## src/rtl/gray_filter_engine.sv

```systemverilog
// Frame sweep engine: reads a frozen grayscale frame, applies a per-pixel filter
// and writes the result in place into a second frame buffer, one pixel per cycle.
module gray_filter_engine #(
    parameter int unsigned WIDTH      = 320,
    parameter int unsigned HEIGHT     = 240,
    parameter int unsigned RD_LATENCY = 2
) (
    input  logic        clk_in,
    input  logic        rst_in,
    input  logic        start_in,
    input  logic [2:0]  filter_sel_in,
    input  logic [3:0]  threshold_in,
    output logic [16:0] rd_addr_out,
    input  logic [3:0]  rd_data_in,
    output logic [16:0] wr_addr_out,
    output logic [3:0]  wr_data_out,
    output logic        wr_en_out,
    output logic        busy_out,
    output logic        done_out
);

    localparam int unsigned CW   = (WIDTH > 1) ? $clog2(WIDTH) : 1;
    localparam int unsigned RW   = (HEIGHT > 1) ? $clog2(HEIGHT) : 1;
    localparam int unsigned DW   = $clog2(RD_LATENCY + 2);
    localparam int unsigned PTAP = RD_LATENCY - 1;

    localparam logic [CW-1:0] COL_LAST   = CW'(WIDTH - 1);
    localparam logic [RW-1:0] ROW_LAST   = RW'(HEIGHT - 1);
    localparam logic [DW-1:0] DRAIN_LAST = DW'(RD_LATENCY);

    typedef enum logic [1:0] {
        IDLE,
        RUN,
        DRAIN,
        DONE
    } state_t;

    state_t        state_q;
    logic [2:0]    sel_q;
    logic [3:0]    thr_q;
    logic [CW-1:0] col_q;
    logic [RW-1:0] row_q;
    logic [16:0]   addr_q;
    logic          rvld_q;
    logic [DW-1:0] drain_q;
    logic          busy_q;
    logic          done_q;

    logic          vld_sr   [RD_LATENCY];
    logic          first_sr [RD_LATENCY];
    logic [16:0]   addr_sr  [RD_LATENCY];

    logic [3:0]    prev_q;
    logic [3:0]    filt_d;
    logic          wr_en_q;
    logic [16:0]   wr_addr_q;
    logic [3:0]    wr_data_q;

    // Control FSM; rd_addr_out is the registered scan address, valid while rvld_q.
    always_ff @(posedge clk_in) begin
        if (rst_in) begin
            state_q <= IDLE;
            sel_q   <= '0;
            thr_q   <= '0;
            col_q   <= '0;
            row_q   <= '0;
            addr_q  <= '0;
            rvld_q  <= 1'b0;
            drain_q <= '0;
            busy_q  <= 1'b0;
            done_q  <= 1'b0;
        end else begin
            done_q <= 1'b0;
            case (state_q)
                IDLE: begin
                    // done_q still high means this is the done cycle: start is ignored.
                    if (start_in && !done_q) begin
                        sel_q   <= filter_sel_in;
                        thr_q   <= threshold_in;
                        col_q   <= '0;
                        row_q   <= '0;
                        addr_q  <= '0;
                        rvld_q  <= 1'b1;
                        busy_q  <= 1'b1;
                        state_q <= RUN;
                    end
                end
                RUN: begin
                    if (col_q == COL_LAST) begin
                        col_q <= '0;
                        if (row_q == ROW_LAST) begin
                            rvld_q  <= 1'b0;
                            drain_q <= '0;
                            state_q <= DRAIN;
                        end else begin
                            row_q  <= row_q + RW'(1);
                            addr_q <= addr_q + 17'd1;
                        end
                    end else begin
                        col_q  <= col_q + CW'(1);
                        addr_q <= addr_q + 17'd1;
                    end
                end
                DRAIN: begin
                    if (drain_q == DRAIN_LAST) begin
                        state_q <= DONE;
                    end else begin
                        drain_q <= drain_q + DW'(1);
                    end
                end
                DONE: begin
                    done_q  <= 1'b1;
                    busy_q  <= 1'b0;
                    state_q <= IDLE;
                end
                default: state_q <= IDLE;
            endcase
        end
    end

    // Filter on the tagged read data; edge uses the previous pixel of the same row only.
    always_comb begin
        filt_d = rd_data_in;
        case (sel_q)
            3'd1: filt_d = 4'hF - rd_data_in;
            3'd2: filt_d = (rd_data_in >= thr_q) ? 4'hF : 4'h0;
            3'd3: filt_d = {rd_data_in[3:2], 2'b00};
            3'd4: begin
                if (first_sr[PTAP]) begin
                    filt_d = '0;
                end else if (rd_data_in >= prev_q) begin
                    filt_d = rd_data_in - prev_q;
                end else begin
                    filt_d = prev_q - rd_data_in;
                end
            end
            default: filt_d = rd_data_in;
        endcase
    end

    always_ff @(posedge clk_in) begin
        if (rst_in) begin
            for (int unsigned i = 0; i < RD_LATENCY; i++) begin
                vld_sr[i]   <= 1'b0;
                first_sr[i] <= 1'b0;
                addr_sr[i]  <= '0;
            end
            prev_q    <= '0;
            wr_en_q   <= 1'b0;
            wr_addr_q <= '0;
            wr_data_q <= '0;
        end else begin
            vld_sr[0]   <= rvld_q;
            first_sr[0] <= (col_q == '0);
            addr_sr[0]  <= addr_q;
            for (int unsigned i = 1; i < RD_LATENCY; i++) begin
                vld_sr[i]   <= vld_sr[i-1];
                first_sr[i] <= first_sr[i-1];
                addr_sr[i]  <= addr_sr[i-1];
            end
            wr_en_q <= vld_sr[PTAP];
            if (vld_sr[PTAP]) begin
                wr_addr_q <= addr_sr[PTAP];
                wr_data_q <= filt_d;
                prev_q    <= rd_data_in;
            end
        end
    end

    assign rd_addr_out = addr_q;
    assign wr_addr_out = wr_addr_q;
    assign wr_data_out = wr_data_q;
    assign wr_en_out   = wr_en_q;
    assign busy_out    = busy_q;
    assign done_out    = done_q;

endmodule

```

## config.mk

```make
export PLATFORM = sky130hd
export DESIGN_NAME = gray_filter_engine
export DESIGN_NICKNAME = d
export VERILOG_FILES = /design/src/rtl/gray_filter_engine.sv
export SDC_FILE = /design/constraint.sdc
export NUM_CORES = 1
export LEC_CHECK = 0
export ABC_AREA = 1
export BUFFER_PORTS_ARGS = -buffer_cell sky130_fd_sc_hd__buf_2
export CAP_MARGIN = 20
export CORE_MARGIN = 1
export CORE_UTILIZATION = 51
export DETAILED_ROUTE_END_ITERATION = 10
export MAX_ROUTING_LAYER = met4
export PLACE_DENSITY = 0.74
export SYNTH_ARGS = -nofsm -noshare
export SYNTH_HDL_FRONTEND = slang
export SYNTH_SLANG_ARGS = --single-unit
```

## constraint.sdc

```tcl
create_clock -name clk_in -period 1.7 [get_ports clk_in]
set_input_delay 0.255 -clock clk_in [delete_from_list [all_inputs] [get_ports clk_in]]
set_output_delay 0.255 -clock clk_in [all_outputs]
set_load 0.005 [all_outputs]
```

### Word-level counts from Yosys, hierarchy flattened

Memory sizes are Yosys's and may differ from the RTL's. A register that Yosys moved wholly into a read port is not among the register bits.
Index checks and enable logic that the tools add are counted.

* memories: 3
* register bits: 57
* logic and storage cells: 102
* bits in writable memories: 38
* output and inout port bits: 41

* reduce and logical (&&, ||, !) cells: 15
* mux-type cells: 39
* add/sub/neg operators: 7
* equality and inequality tests: 17
* order comparisons: 2
* bitwise gates (word level): 6

Memories
* addr_sr: depth 2, bits a word 17, rd ports 2, clocked after Yosys merged registers in 1, write ports 2, line 51 `logic [16:0] addr_sr [RD_LATENCY];`
* first_sr: depth 2, bits a word 1, rd ports 2, clocked after Yosys merged registers in 0, write ports 2, line 50 `logic first_sr [RD_LATENCY];`
* vld_sr: depth 2, bits a word 1, rd ports 2, clocked after Yosys merged registers in 0, write ports 2, line 49 `logic vld_sr [RD_LATENCY];`

Operators with widths (count)
* 17-bit two-way mux: 5
* 17-bit case mux with 2 select lines: 1
* 8-bit two-way mux: 3
* 9-bit two-way mux: 2
* 9-bit case mux with 2 select lines: 1
* 17-bit by 1-bit adder with 17-bit output, second input constant: 1
* 4-bit case mux with 4 select lines: 1
* 8-bit case mux with 2 select lines: 1
* 4-bit AND reduction: 4
* 2-bit two-way mux: 7
* 4-bit two-way mux: 3
* 2-bit inequality test, second input constant: 6
* 1-bit two-way mux: 11
* 9-bit by 1-bit adder with 9-bit output, second input constant: 1
* 9-bit == test, second input constant: 1
* 9-bit logical NOT: 1
* 8-bit by 1-bit adder with 8-bit output, second input constant: 1
* 8-bit == test, second input constant: 1
* 4-bit >= comparator: 2
* 2-bit case mux with 4 select lines: 1
* 4-bit subtractor: 2
* 2-bit == test, second input constant: 3
* 3-bit by 2-bit == test with 1-bit output, second input constant: 2
* 1-bit bitwise OR: 6
* other kinds (14): 19

### Longest topological paths before layout

Gate-level depths: netlist (run 1).

* depth after elaboration: 4
* depth in mapped cells: 13
* mapped depth without buffers: 13

### Worst setup path after synthesis (run 1)

OpenSTA, ideal clock, no wires.

* path type: input -> register
* start: input port rd_data_in[0]
* end: register wr_data_q[2], in the netlist wr_data_out[2]
* slack: 0.042 ns
* setup time: 0.117 ns
* stages on the path: 12
* data arrival time: 1.541 ns
* cell sequence: inv_1 > ha_1 > inv_1 > fa_1 > inv_1 > nand2_1 > nand2_1 > nand2_1 > o211ai_1 > nand3_1 > nor2_1 > nor2_1

* cells in the longest elaborated chain, start to end: 4
* elaborated cells between the ends (all ways): 9

RTL lines
* start, declared: line 14 `input logic [3:0] rd_data_in,`
* 4-bit subtractor (tied with other cells): line 134 `filt_d = prev_q - rd_data_in;`
* 4-bit two-way mux: line 131 `end else if (rd_data_in >= prev_q) begin`
* 4-bit two-way mux: line 129 `if (first_sr[PTAP]) begin`
* 4-bit case mux with 4 select lines (*): line 124 `case (sel_q)`
* end signal, assigned: line 164 `wr_data_q <= filt_d;`
* end, declared: line 57 `logic [3:0] wr_data_q;`

Mark *: on every way between the ends. The rest lies on a longest branch, timed or not.
A chain may end at the register's enable or synchronous reset.

### Final worst setup path (run 1)

* start: register prev_q[0]
* end: register wr_data_q[2], in the netlist wr_data_out[2]

* cells in the longest elaborated chain, start to end: 4
* elaborated cells between the ends (all ways): 6

RTL lines
* start, declared: line 53 `logic [3:0] prev_q;`
* start signal, assigned: line 165 `prev_q <= rd_data_in;`
* 4-bit subtractor (tied with other cells): line 134
* 4-bit two-way mux (*): line 131
* 4-bit two-way mux (*): line 129
* 4-bit case mux with 4 select lines (*): line 124

Marks and branches as above.

==> impl_metrics.tcl, run 1 <==
set metrics [dict create \
    status "complete, but fails checks" \
    violations "setup timing" \
    hold_class "in2reg" \
    synthDominantCellAreaShare 0.440 \
    final_antenna_net_count 0 \
    ioPinCount 55 \
    path_cells "ha_4 > inv_2 > fa_2 > buf_4 > xnor2_2 > nand2_1 > o211ai_1 > nand3_1 > nor2_1 > nor2_1" \
    setup_viol 3 \
    synth_seq_area_share 0.440 \
    slew_violations 0 \
    ys.flop_type "dfxtp_1" \
    grt_antenna_before_repair 0 \
    drt_wl_total_mm 11.4 \
    cts-htree-levels 3 \
    p_leak_nw 2.66 \
    yosys-top-cells-count "138 x nor2_1, 112 x dfxtp_1, 110 x nand2_1, 92 x inv_1, 43 x o21ai_0" \
    port_buffers 54 \
    grt_use_total 0.226 \
    dp.cells 886 \
    synth_edf_count 0 \
    root_buffer "clkbuf_8" \
    clkLatencyLatePin_ps 390 \
    cts_tree "yes" \
    yosysWarnings 0 \
    end_kind "register" \
    cts_buffers 9 \
    cts_hold_buf 0 \
    post-synth-top-count-cell "nor2_1" \
    antennaDiodeCount 0 \
    die_area_um2 10400 \
    place_congestion 1.02 \
    peakVddDrop_mv 0.545 \
    cts_sinks 112 \
    relSlewSlack 0.690 \
    fin_cells 908 \
    path_max_fanout 3 \
    rsz0062_at_grt "yes" \
    grt_start_max_net_pins 32 \
    drive_gt1_frac 0.226 \
    vias 4559 \
    clk_pin_slew_ps 120 \
    die_w_um 102 \
    start_util 0.524 \
    globalRouteOverflowTotal 0 \
    crit_top_cell "nor2_1" \
    finalCritPeriodShare 1.02 \
    synthCells 687 \
    maxCapViolCount 0 \
    cp_data_arrival_time_ps 2020 \
    worst_setup_path_start_kind "register" \
    fin_tns_setup_ps -47.1 \
    grt_pass1_wl_mm 18.1 \
    synth_cell_types 40 \
    skew_ps 13.5 \
    syn_nets 724 \
    core_area_um2 9730 \
    postSynthAreaPerCell_um2 7.42 \
    synth_area_um2 5100 \
    hold_violations 0 \
    drt_pass1_iterations 7 \
    cpPeakStageDelay_ps 400 \
    num_rows 36 \
    layout_min_cycle_time_ps 1740 \
    slowest_stage "dfxtp_4" \
    worstMarginPinSlew_ps 465 \
    drt_iter0_drc 231 \
    dp_hpwl_mm 7.96 \
    clock_path_buffers 2 \
    required_ps 1990 \
    pre_cts_slack_ps -228 \
    fmax_ghz 0.576 \
    wl_per_cell_um 12.6 \
    die_h_um 102 \
    area_growth_pct 21.1 \
    nets 807 \
    grt_pass1_vias 4205 \
    synth_area_leaders "dfxtp_1 44%, nor2_1 10%, nand2_1 8.1%, inv_1 6.8%, ha_1 5.2%" \
    synth_top_area_cell "dfxtp_1" \
    ys_async_sr_fraction 0 \
    drcViolationCount 0 \
    p_per_area_nw_per_um2 1160 \
    ys_ff_latch 112 \
    vias_per_cell 5.02 \
    worstSetupPathType "reg2reg" \
    setup_ws_ps -35.7 \
]
critical path: cells and delay by family (launching register included):
| kind | cells | cell delay [ps] |
|---|---|---|
| adder cells (fa/ha/maj) | 2 | 480 |
| AND/OR/NAND/NOR | 4 | 340 |
| buffers and inverters | 2 | 190 |
| XOR/XNOR | 1 | 150 |
| AO/OA/AOI/OAI | 1 | 90 |
| flip-flops | 1 | 400 |
through the flow:
stage	area, um2	utilization	hold slack (ps)	total power [mW]
after floorplan	5100	-	388	4.42
after global placement	5700	0.586	390	5.08
after detailed placement	5700	0.586	394	5.17
after CTS	5960	0.612	125	6.89
final	6170	0.634	142	7.15
after global routing	6170	0.634	175	7.57
final cells by class:
type,instances,area [um2]
clock buffers,9,124
clock inverters,7,88.8
fillers,830,3560
inverters,93,362
multi-input cells,458,2580
flip-flops and latches,112,2250
well taps,133,166
repair buffers,96,602
flip-flops by register name, summed over array words and instances, names as in the netlist:
name and flops:
addr_sr 34, busy_out 1, col_q 9, done_out 1, drain_q 2, first_sr 2, prev_q 4, rd_addr_out 17
row_q 8, rvld_q 1, sel_q 3, state_q 2, thr_q 4, vld_sr 2, wr_addr_out 17, wr_data_out 4
wr_en_out 1
report_power, final:
group	internal [mW]	total, mW	leakage, nW	switching (mW)
logic	1.02	2.52	1.65	1.50
clock network	0.606	1.64	0.107	1.03
registers	2.86	2.99	0.909	0.127
total	4.49	7.15	2.66	2.66
repair_timing:
action | CTS | global route
endpoints found under the setup margin | 8 | 35
setup buffers | 0 | 6
pin swaps | 1 | 12
resized for setup | 11 | 48
path summary, 6_finish.rpt:
path                        start             end  slack, ps  cells after the start
setup / recovery        prev_q[0]  wr_data_out[2]        -40                     10
hold / removal    threshold_in[1]        thr_q[1]        140                      3
setup reg to reg        prev_q[0]  wr_data_out[2]        -40                     10
hold reg to reg     addr_sr[0][8]   addr_sr[1][8]        410                      2
kinds of logic after synthesis:
kind of cell / count (synthesis) / synth area share
compound gates: 94 / 0.104
xor+xnor: 15 / 0.0258
buf+inv: 117 / 0.0913
flops: 112 / 0.440
simple gates: 326 / 0.280
fa+ha+maj: 23 / 0.0594
placed cells by master (no fill, tap or decap), drive strengths merged, types with 12 or more instances in the layout:
| cell type | count |
|---|---|
| nor2 | 143 |
| a21oi | 40 |
| dfxtp | 112 |
| o21ai | 45 |
| xor2 | 12 |
| inv | 97 |
| nand3 | 39 |
| ha | 21 |
| buf | 96 |
| nor3 | 12 |
| nand2 | 114 |
layer usage:
metal | part of all wire | up-vias | GRT usage | wire length (um)
met1 | 0.44 | 2079 | 0.261 | 5030
met4 | 0.022 | 0 | 0.111 | 252
li1 | - | 2319 | - | -
met3 | 0.046 | 25 | 0.0472 | 525
met5 | 0 | - | - | 0
met2 | 0.49 | 136 | 0.373 | 5600
Note: power is estimated with default switching activity, not from simulation.
==> run 2, diff against run 1 <==
--- a/config.mk
+++ b/config.mk
@@ -13,6 +13,8 @@
 export DETAILED_ROUTE_END_ITERATION = 10
 export MAX_ROUTING_LAYER = met4
 export PLACE_DENSITY = 0.74
+export SETUP_SLACK_MARGIN = 0.15
+export SKIP_CTS_REPAIR_TIMING = 1
 export SYNTH_ARGS = -nofsm -noshare
 export SYNTH_HDL_FRONTEND = slang
 export SYNTH_SLANG_ARGS = --single-unit
==> run 2 against run 1 <==
  * The run now ends clean
  * Hold slack improved by 18 ps
  * Setup slack improved by 71 ps
  * Final area increased by 6.9%
  * Largest cell class unchanged
  * Largest power group is now combinational logic
==> impl_metrics.tcl, run 2 (same netlist as run 1, synthesis figures left out) <==
set metrics [dict create \
    path_cells "inv_2 > ha_4 > inv_4 > fa_2 > inv_2 > nand3_1 > nand3_2 > nand2_1 > o21bai_1 > a21oi_1" \
    ioPinCount 55 \
    die_area_um2 10400 \
    r2r.worst_path.cells 10 \
    skew_ps 9.63 \
    hp-start "threshold_in[0]" \
    rsz0062_at_grt "yes" \
    worstMarginPinSlew_ps 498 \
    multi_input_area_um2 2840 \
    place_congestion 0.908 \
    cts-htree-levels 3 \
    cts_buffers 9 \
    hold_end "thr_q[0]" \
    root_buffer "clkbuf_8" \
    hold_depth 3 \
    hold_violations 0 \
    final_common_cell "nor2_1" \
    cts_tree "yes" \
    antennaDiodeCount 0 \
    dp_hpwl_mm 7.93 \
    area_growth_pct 29.4 \
    nets 819 \
    rrSetupSlack_ps 40 \
    drt_iter0_drc 239 \
    worst_setup_path_start_kind "register" \
    port_buffers 54 \
    cts_sinks 112 \
    drt_wl_total_mm 12.1 \
    vias 4611 \
    crit_top_cell "inv_2" \
    met3_wirelength_um 501 \
    num_rows 36 \
    largest_reg_flops 34 \
    place_area_um2 5750 \
    hold_class "in2reg" \
    core_area_um2 9730 \
    drt_pass1_iterations 5 \
    rr_startpoint "prev_q[0]" \
    globalRouteOverflowTotal 0 \
    wl_per_cell_um 13.1 \
    required_ps 1970 \
    met1_length_mm 5.36 \
    path_buf_inv 3 \
    final_antenna_net_count 0 \
    clkLatencyLatePin_ps 380 \
    regArea_um2 2260 \
    path_max_fanout 3 \
    cp_num_cells 10 \
    die_h_um 102 \
    worstSetupPathType "reg2reg" \
    holdWs_ps 159 \
    drcViolationCount 0 \
    finalCritPeriodShare 0.979 \
    p_leak_nw 2.86 \
    grt_start_max_net_pins 64 \
    cp_data_arrival_time_ps 1930 \
    clock_path_buffers 2 \
    grt_antenna_before_repair 0 \
    maxUsedRoutingLayer "met4" \
    regMostFlops "addr_sr" \
    drive_gt1_frac 0.302 \
    slowest_stage "fa_2" \
    grt_pass1_wl_mm 17.9 \
    clk_pin_slew_ps 110 \
    fmax_ghz 0.601 \
    slew_violations 0 \
    grt_pass1_vias 3984 \
    p_per_area_nw_per_um2 1160 \
    layout_min_cycle_time_ps 1660 \
    final_cell_mix "124 x nor2_1, 104 x dfxtp_1, 90 x nand2_1" \
    cpPeakStageDelay_ps 430 \
    die_w_um 102 \
    end_kind "register" \
    setup_viol 0 \
    start_util 0.524 \
    rr_endpoint "wr_data_out[1]" \
    peakVddDrop_mv 0.685 \
    stdcell_area_um2 6600 \
    met2_length_mm 6.08 \
    vias_per_cell 5.01 \
    status "completed" \
    relSlewSlack 0.667 \
    path_delay_family "adder cells" \
    fillers 817 \
    maxCapViolCount 0 \
    grt_use_total 0.224 \
]
run 2: changes by cell type in the layout (fill, tap and decap cells not counted), sizes merged:
cell / previous run / this run
buf: 96 / 106
clkbuf: 9 / 11
clkinv: 3 / 2
clkinvlp: 0 / 1
inv: 97 / 96
nand3: 39 / 40
run 2: where the power goes:
part           internal, mW  total [mW]  switching, mW
Clock                 0.619        1.59          0.970
Sequential             2.87        3.02          0.144
Combinational          1.32        3.08           1.76
Total                  4.81        7.68           2.87
run 2: how the worst max path moves through the flow:
stage,from,end,slack (ps)
after floorplan,prev_q[0],wr_data_out[2],150
after global placement,rd_data_in[0],wr_data_out[2],-30
after detailed placement,rd_data_in[0],wr_data_out[2],-60
after CTS,prev_q[0],wr_data_out[1],-50
after global routing,col_q[1],state_q[0],-90
final,prev_q[0],wr_data_out[1],40
run 2: final cells by class:
type | instances | area share
flip-flops and latches | 112 | 0.343
repair buffers | 107 | 0.115
clock inverters | 6 | 0.0104
multi-input cells | 459 | 0.431
clock buffers | 10 | 0.0209
inverters | 93 | 0.0548
well taps | 133 | 0.0252
run 2: metal layers:
layer  track usage  up-vias
li1              -     2348
met1         0.277     2129
met2         0.372      116
met3        0.0410       18
met4        0.0648        0
met5             -        -
run 2: worst min-delay path: cells and delay by family:
| family | cells | cell delay [ps] |
|---|---|---|
| buffers and inverters | 1 | 70 |
| AO/OA/AOI/OAI | 2 | 170 |
run 2: through the flow:
step / setup TNS [ps] / util / total power, mW / setup WS, ps / instances
5_1_grt: -210 / 0.678 / 8.16 / -92.8 / 920
3_3_place_gp: -34.2 / 0.591 / 5.16 / -34.2 / 885
4_1_cts: -107 / 0.612 / 6.79 / -52.9 / 901
6_report: 0 / 0.678 / 7.68 / 35.3 / 920
2_1_floorplan: 0 / - / 4.48 / 152 / 687
3_5_place_dp: -93.0 / 0.591 / 5.22 / -56.0 / 885
==> run 3, diff against run 2 <==
--- a/config.mk
+++ b/config.mk
@@ -8,8 +8,10 @@
 export ABC_AREA = 1
 export BUFFER_PORTS_ARGS = -buffer_cell sky130_fd_sc_hd__buf_2
 export CAP_MARGIN = 20
+export CORE_ASPECT_RATIO = 0.75
 export CORE_MARGIN = 1
 export CORE_UTILIZATION = 51
+export CTS_BUF_LIST = sky130_fd_sc_hd__clkbuf_8
 export DETAILED_ROUTE_END_ITERATION = 10
 export MAX_ROUTING_LAYER = met4
 export PLACE_DENSITY = 0.74
==> run 3 against run 2 <==
  * Hold slack worse by 7.0 ps
  * Sequential share of layout area is 0.87 points lower
  * Largest cell class unchanged
  * Clock skew is 2.6 ps lower
  * Sequential cell count stayed put
  * Register-to-register slack worse by 60 ps
  * Cell count is 0.65% higher
  * Combinational power is 12% higher
  * Final area is 3.1% higher
  * The flow now finishes with violations (setup timing)
  * Clock-buffer cell count is 1 lower
==> impl_metrics.tcl, run 3 (same netlist as run 1, synthesis figures left out) <==
set metrics [dict create \
    status "complete, but fails checks" \
    violations "setup timing" \
    r2r.worst_path.cells 8 \
    finalCritPeriodShare 1.02 \
    rr_endpoint "rd_addr_out[13]" \
    total_power_mw 8.14 \
    dp_hpwl_mm 8.28 \
    multi_input_area_um2 2920 \
    pre_cts_slack_ps -62.4 \
    worstMarginPinSlew_ps 455 \
    hold_class "in2reg" \
    die_w_um 117 \
    grt_start_max_net_pins 38 \
    drt_pass1_iterations 5 \
    port_buffers 54 \
    num_rows 31 \
    fillers 721 \
    peakVddDrop_mv 0.592 \
    path_buf_inv 1 \
    clk_pin_slew_ps 100 \
    regMostFlops "addr_sr" \
    start_util 0.526 \
    drt_wl_total_mm 12.9 \
    hold_violations 0 \
    grt_pass1_wl_mm 18.5 \
    drive_gt1_frac 0.329 \
    final_antenna_net_count 0 \
    slowest_stage "dfxtp_1" \
    clock_path_buffers 2 \
    setup_ws_ps -29.2 \
    root_buffer "clkbuf_8" \
    worst_setup_path_start_kind "register" \
    skew_ps 7.04 \
    cts-htree-levels 3 \
    p_per_area_nw_per_um2 1200 \
    worstSetupPathType "reg2reg" \
    hp-start "threshold_in[0]" \
    holdWs_ps 152 \
    crit_top_cell "nor2_4" \
    regArea_um2 2270 \
    cts_tree "yes" \
    grt_use_total 0.227 \
    cpPeakStageDelay_ps 520 \
    globalRouteOverflowTotal 0 \
    final_common_cell "nor2_1" \
    area_growth_pct 33.3 \
    hold_depth 3 \
    fin_tns_setup_ps -91.3 \
    vias 4724 \
    nets 826 \
    clkLatencyLatePin_ps 380 \
    path_delay_family "simple AND/OR/NAND/NOR gates" \
    drt_iter0_drc 414 \
    hold_end "thr_q[0]" \
    slew_violations 0 \
    rsz0062_at_grt "yes" \
    die_h_um 88.6 \
    end_kind "register" \
    largest_reg_flops 34 \
    grt_pass1_vias 4030 \
    final_cell_mix "129 x nor2_1, 96 x dfxtp_1, 84 x nand2_1" \
    fin_cells 926 \
    dp.cells 882 \
    wl_per_cell_um 13.9 \
    place_congestion 0.955 \
    core_area_um2 9700 \
    relSlewSlack 0.696 \
    ioPinCount 55 \
    maxCapViolCount 0 \
    setup_viol 6 \
    vias_per_cell 5.10 \
    path_cells "nand2_8 > nor2_4 > nand4_4 > o21ai_4 > clkbuf_16 > nor2_4 > a21oi_2 > nor2_1" \
    cts_buffers 9 \
    cp_num_cells 8 \
    path_max_fanout 7 \
    rr_startpoint "col_q[2]" \
    die_area_um2 10400 \
    cp_data_arrival_time_ps 2000 \
    layout_min_cycle_time_ps 1730 \
    cts_sinks 112 \
    required_ps 1970 \
    p_leak_nw 2.95 \
    drcViolationCount 0 \
    antennaDiodeCount 0 \
    fmax_ghz 0.578 \
    grt_antenna_before_repair 0 \
    rrSetupSlack_ps -30 \
]
-- run 3: changes by cell type in the layout (fill, tap and decap cells not counted), sizes merged --
| cell | delta |
|---|---|
| buf | +6 |
| bufinv | +1 |
| clkinv | +1 |
| clkinvlp | -1 |
-- run 3: stage by stage --
step / util / instance area [um2]
final: 0.701 / 6800
after global routing: 0.701 / 6800
after CTS: 0.613 / 5940
after detailed placement: 0.591 / 5730
after global placement: 0.591 / 5730
after floorplan: - / 5130
-- run 3: worst min-delay path, cell delays in order --
cell and delay, ps:
buf_2 70, o21ai_0 70, a21oi_1 100
-- run 3: per-layer routing --
metal | global-route usage | vias up | share of wire
li1 | - | 2365 | -
met1 | 0.296 | 2196 | 0.45
met2 | 0.366 | 135 | 0.48
met3 | 0.0432 | 28 | 0.045
met4 | 0.0567 | 0 | 0.019
met5 | - | - | 0
-- run 3: layout make-up --
type / count / share of cell area
multi-input cells: 459 / 0.429
flip-flops and latches: 112 / 0.334
repair buffers: 114 / 0.128
inverters: 93 / 0.0539
well taps: 132 / 0.0243
clock buffers: 9 / 0.0182
clock inverters: 7 / 0.0127
-- run 3: report_power, final --
group / switching [mW] / internal, mW / leakage, nW
Combinational: 1.92 / 1.53 / 1.93
Clock: 0.941 / 0.710 / 0.107
Sequential: 0.163 / 2.87 / 0.916
-- run 3: how the worst max path moves through the flow --
| stage | slack, ps | start | endpoint |
|---|---|---|---|
| final | -30 | col_q[2] | rd_addr_out[13] |
| after global routing | -100 | prev_q[0] | wr_data_out[2] |
| after CTS | -20 | col_q[0] | row_q[1] |
| after detailed placement | -60 | rd_data_in[0] | wr_data_out[2] |
| after global placement | -8 | rd_data_in[0] | wr_data_out[2] |
| after floorplan | 150 | prev_q[0] | wr_data_out[2] |
